==> config.mk <==
export PLATFORM = sky130hd
export DESIGN_NAME = motor_pwm_driver
export DESIGN_NICKNAME = d
export VERILOG_FILES = /design/src/rtl/motor_pkg.sv /design/src/rtl/wheel_ramp.sv /design/src/rtl/motor_pwm_driver.sv
export SDC_FILE = /design/constraint.sdc
export NUM_CORES = 1
export LEC_CHECK = 0
export ABC_CLOCK_PERIOD_IN_PS = 8400
export CAP_MARGIN = 30
export CORE_MARGIN = 3
export CORE_UTILIZATION = 55
export DETAILED_ROUTE_END_ITERATION = 6
export GPL_ROUTABILITY_DRIVEN = 0
export MAX_ROUTING_LAYER = met4
export PLACE_DENSITY = 0.87
export SLEW_MARGIN = 20
export SYNTH_ARGS = -nofsm -noshare
export SYNTH_HDL_FRONTEND = slang
export SYNTH_SLANG_ARGS = --single-unit
==> constraint.sdc <==
create_clock -name clock -period 8.4 [get_ports clock]
set_input_delay 1.68 -clock clock [delete_from_list [all_inputs] [get_ports clock]]
set_output_delay 1.68 -clock clock [all_outputs]
set_load 0.02 [all_outputs]
==> src/rtl/motor_pkg.sv <==
// rtl/motor_pkg.sv - shared drive types, PWM range and speed helpers for the motor driver
package motor_pkg;

  typedef enum logic [1:0] {
    IDLE  = 2'd0,
    RUN   = 2'd1,
    FAULT = 2'd2
  } drive_state_t;

  localparam int PWM_MAX = 511;

  typedef logic signed [9:0] speed_t;
  typedef logic [8:0]        mag_t;

  // -512 has no positive twin in 9 bits, so it is pulled in to -511
  function automatic speed_t sat_speed(input speed_t s);
    return (s == speed_t'(10'h200)) ? speed_t'(10'h201) : s;
  endfunction

  function automatic mag_t speed_mag(input speed_t s);
    logic [9:0] n;
    n = -s;
    return s[9] ? n[8:0] : s[8:0];
  endfunction

endpackage

==> src/rtl/wheel_ramp.sv <==
// rtl/wheel_ramp.sv - per-wheel slew-limited magnitude, direction and PWM compare
// Optional MOTOR_DEADBAND_EN: magnitudes below DEADBAND are skipped.
module wheel_ramp
  import motor_pkg::*;
#(
  parameter int RAMP_STEP = 8,
  parameter int DEADBAND  = 16
) (
  input  logic       clock,
  input  logic       reset_n,
  input  logic       clear,
  input  logic       step,
  input  speed_t     target,
  input  logic [8:0] count_next,
  output logic       pwm,
  output logic       dir,
  output speed_t     applied
);

  localparam logic [9:0] STEP = 10'(RAMP_STEP);

  mag_t       mag_q, mag_n, tgt_mag, goal;
  logic       dir_n, tgt_fwd;
  logic [9:0] cur, want, nxt;

  always_comb begin
    tgt_fwd = !target[9];
    tgt_mag = speed_mag(target);
`ifdef MOTOR_DEADBAND_EN
    if (tgt_mag < mag_t'(DEADBAND)) tgt_mag = '0;
`endif
    // an opposing target first drains the wheel to zero; direction only turns at rest
    goal = (mag_q == '0 || tgt_fwd == dir) ? tgt_mag : '0;
    cur  = {1'b0, mag_q};
    want = {1'b0, goal};
    if (cur < want) nxt = ((want - cur) > STEP) ? cur + STEP : want;
    else            nxt = ((cur - want) > STEP) ? cur - STEP : want;
`ifdef MOTOR_DEADBAND_EN
    if (nxt != '0 && nxt < 10'(DEADBAND)) nxt = (nxt > cur) ? 10'(DEADBAND) : '0;
`endif
    mag_n = mag_q;
    dir_n = dir;
    if (clear) begin
      mag_n = '0;
    end else if (step) begin
      mag_n = nxt[8:0];
      if (mag_q == '0) dir_n = tgt_fwd;
    end
  end

  always_ff @(posedge clock or negedge reset_n) begin
    if (!reset_n) begin
      mag_q <= '0;
      dir   <= 1'b0;
      pwm   <= 1'b0;
    end else begin
      mag_q <= mag_n;
      dir   <= dir_n;
      pwm   <= !clear && (count_next < mag_n);
    end
  end

  assign applied = dir ? $signed({1'b0, mag_q}) : -$signed({1'b0, mag_q});

endmodule

==> src/rtl/motor_pwm_driver.sv <==
// rtl/motor_pwm_driver.sv - two-channel H-bridge PWM driver with ramping, safe reversal and watchdog
// Optional MOTOR_DEADBAND_EN: enables the stall-region skip in both wheel ramps.
module motor_pwm_driver
  import motor_pkg::*;
#(
  parameter int PRESCALE        = 4,
  parameter int RAMP_STEP       = 8,
  parameter int TIMEOUT_PERIODS = 64,
  parameter int DEADBAND        = 16
) (
  input  logic   clock,
  input  logic   reset_n,
  input  logic   enable,
  input  logic   cmd_valid,
  input  speed_t target_speed_left,
  input  speed_t target_speed_right,
  output logic   pwm_left,
  output logic   pwm_right,
  output logic   dir_left,
  output logic   dir_right,
  output logic   brake,
  output speed_t applied_left,
  output speed_t applied_right,
  output logic   fault,
  output logic   period_start
);

  localparam int PW = (PRESCALE > 1) ? $clog2(PRESCALE) : 1;
  localparam int WW = $clog2(TIMEOUT_PERIODS + 1);

  logic [PW-1:0] presc_q;
  logic [8:0]    count_q, count_n;
  logic          tick, boundary, wd_trip, clear, step;
  logic [WW-1:0] wd_q;
  drive_state_t  state_q, state_n;
  speed_t        tgt_left_q, tgt_right_q, eff_left, eff_right;

  assign tick     = (presc_q == PW'(PRESCALE - 1));
  assign boundary = tick && (count_q == 9'(PWM_MAX - 1));
  assign count_n  = !tick ? count_q : (boundary ? 9'd0 : count_q + 9'd1);

  // a command landing on the boundary cycle is used by that same boundary
  assign eff_left  = cmd_valid ? sat_speed(target_speed_left)  : tgt_left_q;
  assign eff_right = cmd_valid ? sat_speed(target_speed_right) : tgt_right_q;

  assign wd_trip = boundary && !cmd_valid && (wd_q == WW'(TIMEOUT_PERIODS - 1));

  always_comb begin
    state_n = state_q;
    case (state_q)
      IDLE:    if (boundary && enable && !fault) state_n = RUN;
      RUN:     if (!enable) state_n = IDLE;
               else if (wd_trip) state_n = FAULT;
      FAULT:   if (!enable) state_n = IDLE;
      default: state_n = IDLE;
    endcase
  end

  assign clear = (state_n != RUN);
  assign step  = boundary && (state_q == RUN) && (state_n == RUN);

  always_ff @(posedge clock or negedge reset_n) begin
    if (!reset_n) begin
      presc_q      <= '0;
      count_q      <= '0;
      tgt_left_q   <= '0;
      tgt_right_q  <= '0;
      state_q      <= IDLE;
      fault        <= 1'b0;
      brake        <= 1'b1;
      period_start <= 1'b0;
      wd_q         <= '0;
    end else begin
      presc_q      <= tick ? '0 : presc_q + PW'(1);
      count_q      <= count_n;
      if (cmd_valid) begin
        tgt_left_q  <= eff_left;
        tgt_right_q <= eff_right;
      end
      state_q      <= state_n;
      fault        <= (state_n == FAULT);
      brake        <= clear;
      period_start <= boundary;
      if (state_q != RUN || state_n != RUN || cmd_valid) wd_q <= '0;
      else if (boundary)                                 wd_q <= wd_q + WW'(1);
    end
  end

  wheel_ramp #(.RAMP_STEP(RAMP_STEP), .DEADBAND(DEADBAND)) u_wheel_left (
    .clock      (clock),
    .reset_n    (reset_n),
    .clear      (clear),
    .step       (step),
    .target     (eff_left),
    .count_next (count_n),
    .pwm        (pwm_left),
    .dir        (dir_left),
    .applied    (applied_left)
  );

  wheel_ramp #(.RAMP_STEP(RAMP_STEP), .DEADBAND(DEADBAND)) u_wheel_right (
    .clock      (clock),
    .reset_n    (reset_n),
    .clear      (clear),
    .step       (step),
    .target     (eff_right),
    .count_next (count_n),
    .pwm        (pwm_right),
    .dir        (dir_right),
    .applied    (applied_right)
  );

endmodule

Word level (Yosys, flattened, before mapping)
Cells that the tools add are included.
Operators by class
  multiplexer cells: 30
  $add $sub $neg: 15
  equality and inequality tests: 13
  $lt $le $gt $ge: 8
  reduce and logical (&&, ||, !) cells: 24
  bitwise gates (word level): 1
Operators with widths (number)
  $mux 9: 16
  $mux 10: 6
  $gt 10x4->1 const B: 4
  $sub 9x9->10: 4
  $lt 9x9->1: 4
  $eq 10x10->1 const B: 2
  $neg 9->10: 2
  $add 9x4->9 const B: 2
  $logic_not 9->1: 2
  $neg 9->9: 2
  $sub 9x4->9 const B: 2
  $mux 7: 2
  $mux 2: 5
  $add 9x1->9 const B: 1
  $eq 9x9->1 const B: 1
  $logic_and 1x1->1: 9
  $add 7x1->7 const B: 1
  $eq 7x6->1 const B: 1
  $eq 2x2->1 const B: 3
  $pmux 2 s3: 1
  $reduce_and 3->1: 2
  $logic_not 1->1: 5
  $eq 2x1->1 const B: 2
  $logic_or 1x1->1: 4
  6 further kinds: 8
Word-level totals
  register bits: 65
  output and inout bits: 27
  input bits: 24
  word-level logic and storage cells: 106

Logic depth before layout (Yosys ltp)
Gate-level depths: netlist (run 1).
  depth after elaboration: 15
  gate-level depth with buffers: 36
  gate-level depth less buffers: 33

Cells and area by module
A second synthesis (run 1) with hierarchy kept.
Second synthesis, totals
  cell total of the unflattened synthesis: 837
  area total of the unflattened synthesis: 7004.2 sq um
Modules (own cells, without submodules)
  wheel_ramp (u_wheel_right): times used 1, area each 2468.6 sq um, cells each 329
  wheel_ramp (u_wheel_left): times used 1, area each 2423.6 sq um, cells each 322
  motor_pwm_driver: times used 1, area each 2112.0 sq um, cells each 186

Worst setup path after synthesis (run 1)
No wires, ideal clock.
  path type: input -> register
  from: input cmd_valid
  to: register u_wheel_right.pwm
  required time: 8323 ps
  path buffers: 4
  stages: 33
  arrival: 7798 ps
  library setup time: 77 ps
  path slack: 524 ps
  cell sequence: buf_6 buf_6 buf_6 clkbuf_1 mux2_2 inv_1 ha_1 nor4b_2 o22ai_1 nand3_1 or3b_2 ha_1 o21a_1 o21ai_0 a21oi_1 nor2_1 a2111oi_0 o311ai_0 nor3_1 a31oi_1 nor2_2 mux2_2 ha_1 a21o_1 a21oi_1 nor2b_1 o21ai_0 nand2b_1 a21oi_1 nor2b_1 o21ai_0 nand2_1 a21oi_1
On the way
  word-level cells in the longest chain between the ends: 13
Ends and longest elaborated chain
  start, declared: RTL line motor_pwm_driver.sv:14  | input logic cmd_valid,
  parallel branches: the longest is 12 deep, another holds $sub 9x9->10
  $logic_and 1x1->1 *: RTL line wheel_ramp.sv:59  | pwm <= !clear && (count_next < mag_n);
  end signal, assigned: RTL line wheel_ramp.sv:59
  end, declared: RTL line wheel_ramp.sv:15  | output logic pwm,
Every way passes the cells marked *.
A chain may end at the register's enable or synchronous reset.

Worst setup path in the final report (run 1)
  from: input target_speed_right[3]
  to: register u_wheel_right.pwm
On the way
  word-level cells in the longest chain between the ends: 15
Ends and longest elaborated chain
  start, declared: RTL line motor_pwm_driver.sv:16  | input speed_t target_speed_right,
  $eq 10x10->1: RTL line motor_pkg.sv:17  | return (s == speed_t'(10'h200)) ? speed_t'(10'h201) : s;
  $mux 10 *: RTL line motor_pkg.sv:17
  $mux 10 *: RTL line motor_pwm_driver.sv:44  | assign eff_right = cmd_valid ? sat_speed(target_speed_right) : tgt_right_q;
  parallel branches: the longest is 3 deep, another holds $neg 9->9
  $mux 9 *: RTL line wheel_ramp.sv:33  | goal = (mag_q == '0 || tgt_fwd == dir) ? tgt_mag : '0;
  $sub 9x9->10 (on tied branches): RTL line wheel_ramp.sv:37, wheel_ramp.sv:36
  $gt 10x4->1 (on tied branches): RTL line wheel_ramp.sv:37, wheel_ramp.sv:36
  $mux 9 (on tied branches): RTL line wheel_ramp.sv:37, wheel_ramp.sv:36
  $mux 9 *: RTL line wheel_ramp.sv:36  | if (cur < want) nxt = ((want - cur) > STEP) ? cur + STEP : want;
  $mux 9 *: RTL line wheel_ramp.sv:45  | end else if (step) begin
  $mux 9 *: RTL line wheel_ramp.sv:43  | if (clear) begin
  $lt 9x9->1 *: RTL line wheel_ramp.sv:59
  $logic_and 1x1->1 *: RTL line wheel_ramp.sv:59
Marked as above.

==> results of run 1 <==
-- repair_timing --
item | in CTS | in global routing
endpoints found under the setup margin | 0 | 2
hold endpoints to repair | 0 | 0
buffers inserted | 0 | 3
gates resized for setup | 0 | 16
-- path summary, 6_finish.rpt --
path                                        from           endpoint  slack (ns)  cells after the start
max reg2reg                u_wheel_left.mag_q[4]   u_wheel_left.pwm        1.64                     30
min in group asynchronous                reset_n            wd_q[3]        1.52                      2
min                                   presc_q[0]         presc_q[0]        0.43                      1
min reg2reg                           presc_q[0]         presc_q[0]        0.43                      1
max in group asynchronous                reset_n  u_wheel_right.dir        6.34                      2
max                        target_speed_right[3]  u_wheel_right.pwm        0.40                     29
-- synth_stat cells (all sizes together), types with 17 or more instances --
library cell	number	area share, %
mux2i	34	5.3
xnor2	24	3.1
mux2	20	3.3
nand2	60	3.3
a21oi	43	3.2
and3	19	1.7
inv	56	3.1
dfrtp	64	23
nand3	20	1.5
ha	58	11
o21ai	30	2.2
nand2b	17	1.6
nor3	26	1.9
clkbuf	22	1.2
nor2	78	4.4
nor2b	21	1.9
xor2	18	2.3
-- through the flow --
step / cell area, um2 / total power, uW
2_1_floorplan: 6860 / 566
3_3_place_gp: 7500 / 637
3_5_place_dp: 7500 / 644
4_1_cts: 7780 / 1010
5_1_grt: 7870 / 1070
6_report: 7870 / 1020
-- routing by layer --
layer	vias to the layer above	global-route usage (%)	share of wire (%)
li1	3094	-	-
met1	3065	34.8	42
met2	286	40.9	46
met3	53	5.00	8.7
met4	0	11.3	3.2
met5	-	-	0
-- critical path: cells and delay by family --
| kind | cells | cell delay, ns |
|---|---|---|
| buf+inv | 1 | 0.46 |
| fa+ha+maj | 3 | 0.91 |
| mux | 1 | 0.36 |
| compound gates | 15 | 2.75 |
| simple gates | 9 | 2.09 |
-- cell type report --
class                   count  share of cell area (%)
multi-input cells         660                    62.3
repair buffers             67                    8.01
inverters                  58                    2.77
clock buffers              12                    3.26
well taps                 168                    2.67
clock inverters             4                   0.350
flip-flops and latches     65                    20.7
-- report_power, final --
part	leakage, uW	internal (uW)	switching [uW]
Combinational	0.00240	137	195
Clock	0.000131	215	143
Sequential	0.000844	323	7.94
Total	0.00337	676	346
-- flip-flops by register name, summed over array words and instances, names as in the netlist --
| signal | cells |
|---|---|
| period_start | 1 |
| wd_q | 7 |
| presc_q | 2 |
| u_wheel_left.mag_q | 9 |
| u_wheel_left.pwm | 1 |
| fault | 1 |
| brake | 1 |
| u_wheel_right.pwm | 1 |
| state_q | 2 |
| count_q | 9 |
| u_wheel_right.dir | 1 |
| u_wheel_right.mag_q | 9 |
| u_wheel_left.dir | 1 |
| tgt_left_q | 10 |
| tgt_right_q | 10 |
-- cells by family (layout without fill, tap and decap cells) --
kind of cell | count (synthesis) | in the layout | synth area share, %
XOR/XNOR | 42 | 42 | 5.36
AND/OR/NAND/NOR | 305 | 305 | 24.1
flip-flops | 65 | 65 | 23.7
buffers and inverters | 90 | 141 | 5.82
multiplexers | 54 | 54 | 8.59
AO/OA/AOI/OAI | 201 | 201 | 21.8
adder cells (fa/ha/maj) | 58 | 58 | 10.6
==> results.ini, run 1 <==
[run_status]
outcome=completed

[die]
initial_core_util_pct=56.6
core-area_mm2=0.0121
dieWidth_um=118
rows=40
die_area_mm2=0.0138
io_pins=51
die_h_um=118

[yosys]
synth_area_mm2=0.00686
yosys_warnings=0
synth_edf_count=0
synth.distinct_cells=100
synth_ff_type=dfrtp_1
synth_seq_area_share_pct=23.7
synth.net_count=897
async_flop_share_pct=100
syn_area_per_cell_um2=8.42
ys_ff_latch=65
synth_cells=815

[clocking]
clock_path_buffers=2
clock-root-buffer=clkbuf_16
clk_pin_slew_ns=0.06
cts_tree=done
clk_latency_ns=0.35
numCtsBuffers=9
cts_sinks=65
htree_num_levels=3
ctsHoldBuffers=0

[final_layout]
final_common_cell=nor2_1
synthToLayoutAreaGrowth_pct=14.7
fin_cells=1034
antenna_cells=0
drive_above_1_share_pct=12.6
utilization_pct=65.0
fill_cells=969
mostFrequentLayoutCells=nor2_1 (76), dfrtp_1 (64), nand2_1 (60), ha_1 (57), inv_1 (55)
multi_input_area_mm2=0.00490
seq_area_mm2=0.00163
final_nets=943

[timing]
clock_skew_ns=0.0108
fmax_mhz=125
post-route-min-period_ns=8.00
setup_viol=0
hold_viol=0
setup_ws_ns=0.398
fin_crit_sh_pct=95.3
fin_setup_tns_ns=0
slew_viol_final=0
whs_ns=0.428
tightest_slew_ns=0.828
max_slew_margin_pct=44.8

[drt]
dr_total_vias=6498
vias_per_cell=6.28
post-route-drc-count=0
drt_pre_antenna_iters=7
drt_iter0_markers=717
ant_nets=0
wl_mm=18.4
wl_per_cell_um=17.8

[global_route]
track_usage_pct=26.7
grt_antenna_before_repair=0
grt_max_degree=66
grt_pass1_wl_mm=29.9
grt_overflow=0
grt_pass1_vias=6192

[worst_setup_path]
start_kind=input pin
endpoint_kind=register
cpPeakStageDelay_ns=0.59
cpMaxStageDelayCell=or4b_4
critical_path_class=in2reg
worstPathArrival_ns=8.28
crit_required_ns=8.67
cp_common_cell=a21oi_1
path_max_fanout=7

[place]
dp.cells=1015
hpwl_mm=13.5
preCtsSetupSlack_ns=-0.0922
port_buffers=50

[run]
cap_viol_max_count=0

[power_and_ir_drop]
ir_worst_vdd_v=0.000106
power_leakage_uw=0.00337
power_density_mw_per_mm2=130

[worst_hold_path]
hold_class=reg2reg

Power figures use the tool's default switching activity.
==> inputs of run 2 (changes only) <==
GPL_TIMING_DRIVEN = 0   (was default)
==> run 2 against run 1 <==
- total power is 9.1% higher
- flip-flop and latch count did not move
- sequential power barely moved
==> results.ini, run 2 (synthesis results as in run 1) <==
[worst_setup_path]
worstPathArrival_ns=8.46
crit_required_ns=8.65
critical_path_class=in2reg
path_max_fanout=10
endpoint_kind=register
cpPeakStageDelay_ns=0.54
start_kind=input pin
cpMaxStageDelayCell=clkdlybuf4s50_1

[final_layout]
drive_above_1_share_pct=17.2
final_nets=974
synthToLayoutAreaGrowth_pct=21.5
largestRegisters=tgt_left_q (10), tgt_right_q (10)
antenna_cells=0
fin_cells=1065
final_common_cell=nor2_1
mostFrequentLayoutCells=nor2_1 (76), dfrtp_1 (64), nand2_1 (59), inv_1 (55)

[clocking]
cts_tree=done
clock_path_buffers=2
numCtsBuffers=9
cts_sinks=65
clk_latency_ns=0.34
htree_num_levels=3
clock-root-buffer=clkbuf_16
clk_pin_slew_ns=0.05

[power_and_ir_drop]
p_comb_share_pct=34.4
seqPwrFrac_pct=29.8
clkPwrFrac_pct=35.8
p_int_uw=742
power_leakage_uw=0.00352
swShare_pct=33.5
power_density_mw_per_mm2=134
p_sw_uw=373
ir_worst_vdd_v=0.000109

[place]
dp.cells=1034
hpwl_mm=14.1
port_buffers=50
preCtsSetupSlack_ns=-1.34

[timing]
tightest_slew_ns=0.735
fmax_mhz=122
hold_viol=0
max_slew_margin_pct=50.9
slew_viol_final=0
setup_ws_ns=0.191
setup_viol=0
clock_skew_ns=0.00672
fin_crit_sh_pct=97.7
post-route-min-period_ns=8.21

[worst_hold_path]
hold_class=reg2reg

[global_route]
grt_pass1_wl_mm=31.2
grt_pass1_vias=6368
track_usage_pct=27.5
grt_overflow=0
grt_antenna_before_repair=0
grt_max_degree=52

[die]
die_area_mm2=0.0138
core-area_mm2=0.0121
initial_core_util_pct=56.6
die_h_um=118
dieWidth_um=118
rows=40
io_pins=51

[drt]
ant_nets=0
drt_pre_antenna_iters=6
post-route-drc-count=0
wl_mm=20.1
drt_iter0_markers=865
wl_per_cell_um=18.9
vias_per_cell=6.61
dr_total_vias=7042

[run_status]
outcome=completed

[run]
cap_viol_max_count=0

-- run 2: path summary, 6_finish.rpt --
kind | slack [ns] | cells after the start | start | to
max | 0.19 | 37 | cmd_valid | u_wheel_left.pwm
min | 0.43 | 1 | presc_q[0] | presc_q[0]
max reg2reg | 1.35 | 34 | u_wheel_left.mag_q[1] | u_wheel_left.pwm
min reg2reg | 0.43 | 1 | presc_q[0] | presc_q[0]
max in group asynchronous | 6.63 | 2 | reset_n | brake
min in group asynchronous | 1.20 | 1 | reset_n | wd_q[3]
-- run 2: timing repair --
action                                 4_1_cts  5_1_grt
buffers inserted                             4       13
hold buffers                                 0        0
gates resized for setup                     16       51
setup endpoints to repair                    2        2
pin swaps                                    4        8
endpoints found under the hold margin        0        0
gates cloned                                 0        0
-- run 2: worst max-delay path, delay by kind of cell --
family | cells | cell delay, ns
AO/OA/AOI/OAI | 14 | 2.35
adder cells (fa/ha/maj) | 3 | 0.85
buffers and inverters | 9 | 1.79
multiplexers | 2 | 0.65
AND/OR/NAND/NOR | 9 | 1.11
-- run 2: layout make-up --
cell class	count	area, um2
timing repair buffer	68	656
clock inverter	6	82.6
inverter	58	218
multi-input combinational	660	5120
sequential	65	1630
tap	168	210
fill	903	3780
buffer	30	190
clock buffer	10	229
-- run 2: stage by stage --
| stage | TNS, ns | instance area (um2) | util (%) | hold slack (ns) | total power [uW] |
|---|---|---|---|---|---|
| finish | 0 | 8330 | 68.8 | 0.425 | 1110 |
| global route | -0.246 | 8330 | 68.8 | 0.435 | 1150 |
| CTS | 0 | 7990 | 66.0 | 0.427 | 1050 |
| detailed placement | -2.45 | 7600 | 62.7 | 0.420 | 646 |
| global placement | -2.20 | 7570 | 62.5 | 0.413 | 637 |
| floorplan | 0 | 6860 | - | 0.403 | 566 |
-- run 2: per-layer routing --
metal	track usage, %	share of wire (%)
met3	5.57	9.8
met1	36.6	41
met5	-	0
met4	6.74	2.6
met2	43.5	47
-- run 2: power by group through the flow --
stage	Combinational, uW	Sequential, uW	Clock (uW)
after floorplan	233	333	0
after global placement	302	335	0
after detailed placement	311	336	0
after CTS	320	331	403
after global routing	408	333	414
final	384	332	399
==> inputs of run 3 (changes only) <==
CORE_ASPECT_RATIO = 1.25   (was default)
==> run 3 against run 2 <==
- maximum frequency up 1.1%
- hold slack gained 0.0028 ns
- total power is 4.7% lower
- clock skew increased by 0.0032 ns
- first-iteration DRC count decreased by 34%
- critical endpoint unchanged
==> results.ini, run 3 (synthesis results as in run 1) <==
[power_and_ir_drop]
p_comb_share_pct=33.4
clkPwrFrac_pct=35.5
swShare_pct=34.2
power_density_mw_per_mm2=130
p_int_uw=699
p_sw_uw=363
ir_worst_vdd_v=0.0000818
power.total_uw=1060
power_leakage_uw=0.00347
seqPwrFrac_pct=31.1

[die]
initial_core_util_pct=56.4
rows=45
core-area_mm2=0.0122
die_area_mm2=0.0139
dieWidth_um=106
die_h_um=131
io_pins=51

[timing]
rsz0062_at_grt=no
fin_crit_sh_pct=96.7
whs_ns=0.428
clock_skew_ns=0.00989
post-route-min-period_ns=8.12
setup_viol=0
hold_viol=0
tightest_slew_ns=0.757
fmax_mhz=123
slew_viol_final=0
max_slew_margin_pct=48.9

[worst_setup_path]
r2r_slack_ns=1.49
cpPeakStageDelay_ns=0.47
rr_worst_depth=29
start_kind=input pin
cpMaxStageDelayCell=clkdlybuf4s50_1
cp_common_cell=ha_1
critical_path_class=in2reg
path_max_fanout=10
crit_path_end=u_wheel_left.pwm
path_buf_inv=4
crit_required_ns=8.64
worstReg2RegStart=u_wheel_right.mag_q[5]
endpoint_kind=register
cp_top_family=compound AO/OA/AOI/OAI gates
reg2reg_to=u_wheel_right.pwm
crit_start=cmd_valid
worstPathArrival_ns=8.37
crit_cells=32

[drt]
dr_total_vias=6739
vias_per_cell=6.39
post-route-drc-count=0
drt_iter0_markers=568
drt_pre_antenna_iters=6
ant_nets=0
wl_per_cell_um=18.3
wl_mm=19.3

[global_route]
grt_antenna_before_repair=0
track_usage_pct=28.9
grt_pass1_wl_mm=31.4
grt_overflow=0
grt_pass1_vias=6538
grt_max_degree=36

[place]
dp.cells=1030
port_buffers=50
hpwl_mm=14.2
placed_cell_area_mm2=0.00758

[final_layout]
antenna_cells=0
final_common_cell=nor2_1
multi_input_area_mm2=0.00503
drive_above_1_share_pct=15.3
seq_area_mm2=0.00163
largestRegisters=tgt_left_q (10), tgt_right_q (10)
utilization_pct=67.1
fin_cells=1054
stdcell_area_mm2=0.00816
mostFrequentLayoutCells=nor2_1 (76), dfrtp_1 (64), nand2_1 (59), inv_1 (55), ha_1 (51)
fill_cells=941
synthToLayoutAreaGrowth_pct=18.9
final_nets=967

[run]
cap_viol_max_count=0

[clocking]
numCtsBuffers=9
htree_num_levels=3
ctsHoldBuffers=0
clk_latency_ns=0.34
cts_tree=done
cts_sinks=65
clock_path_buffers=2
clk_pin_slew_ns=0.05
clock-root-buffer=clkbuf_16

[run_status]
outcome=completed

[worst_hold_path]
hold_class=reg2reg

run 3: cell types whose count changed in the layout (fill, tap and decap cells not counted), moves of 2 or more:
| cell | previous run | this run |
|---|---|---|
| buf_4 | 20 | 13 |
| clkinv_4 | 0 | 3 |
| ha_1 | 48 | 51 |
| ha_4 | 5 | 2 |
| nor2b_1 | 19 | 21 |
| o21ai_0 | 23 | 21 |
run 3: per-layer routing:
layer  track usage, %  routed length (um)
met1             32.1                7440
met2             50.0                9470
met3             3.88                1270
met4             17.0                1120
met5                -                   0
run 3: stage by stage:
| step | TNS (ns) | worst slack (ns) |
|---|---|---|
| after floorplan | 0 | 0.524 |
| after global placement | -2.61 | -1.42 |
| after detailed placement | -2.47 | -1.35 |
| after CTS | 0 | 0.0329 |
| after global routing | 0 | 0.0285 |
| final | 0 | 0.279 |
run 3: layout make-up:
type	instances	share of cell area [%]
tap	164	2.51
clock buffer	9	2.76
multi-input combinational	660	61.7
timing repair buffer	61	7.30
buffer	30	2.24
clock inverter	7	0.874
inverter	58	2.67
sequential	65	20.0
run 3: how the worst min path moves through the flow:
stage                    start    endpoint  depth (start not counted)
finish              presc_q[0]  presc_q[0]                          1
global route        presc_q[0]  presc_q[0]                          1
CTS                 presc_q[0]  presc_q[0]                          1
detailed placement  presc_q[0]  presc_q[0]                          1
global placement    presc_q[0]  presc_q[0]                          1
floorplan           presc_q[0]  presc_q[0]                          1
run 3: power by group through the flow:
stage	Clock, uW	Combinational (uW)	Sequential, uW
after floorplan	0	233	333
after detailed placement	0	313	335
final	377	355	331
after global routing	392	381	332
after CTS	377	323	330
after global placement	0	304	335
run 3: what timing repair did:
action | 4_1_cts | 5_1_grt
resized for setup | 22 | 34
pin swaps | 4 | 9
setup buffers | 4 | 6
cloned | 0 | 0
setup endpoints to repair | 2 | 2
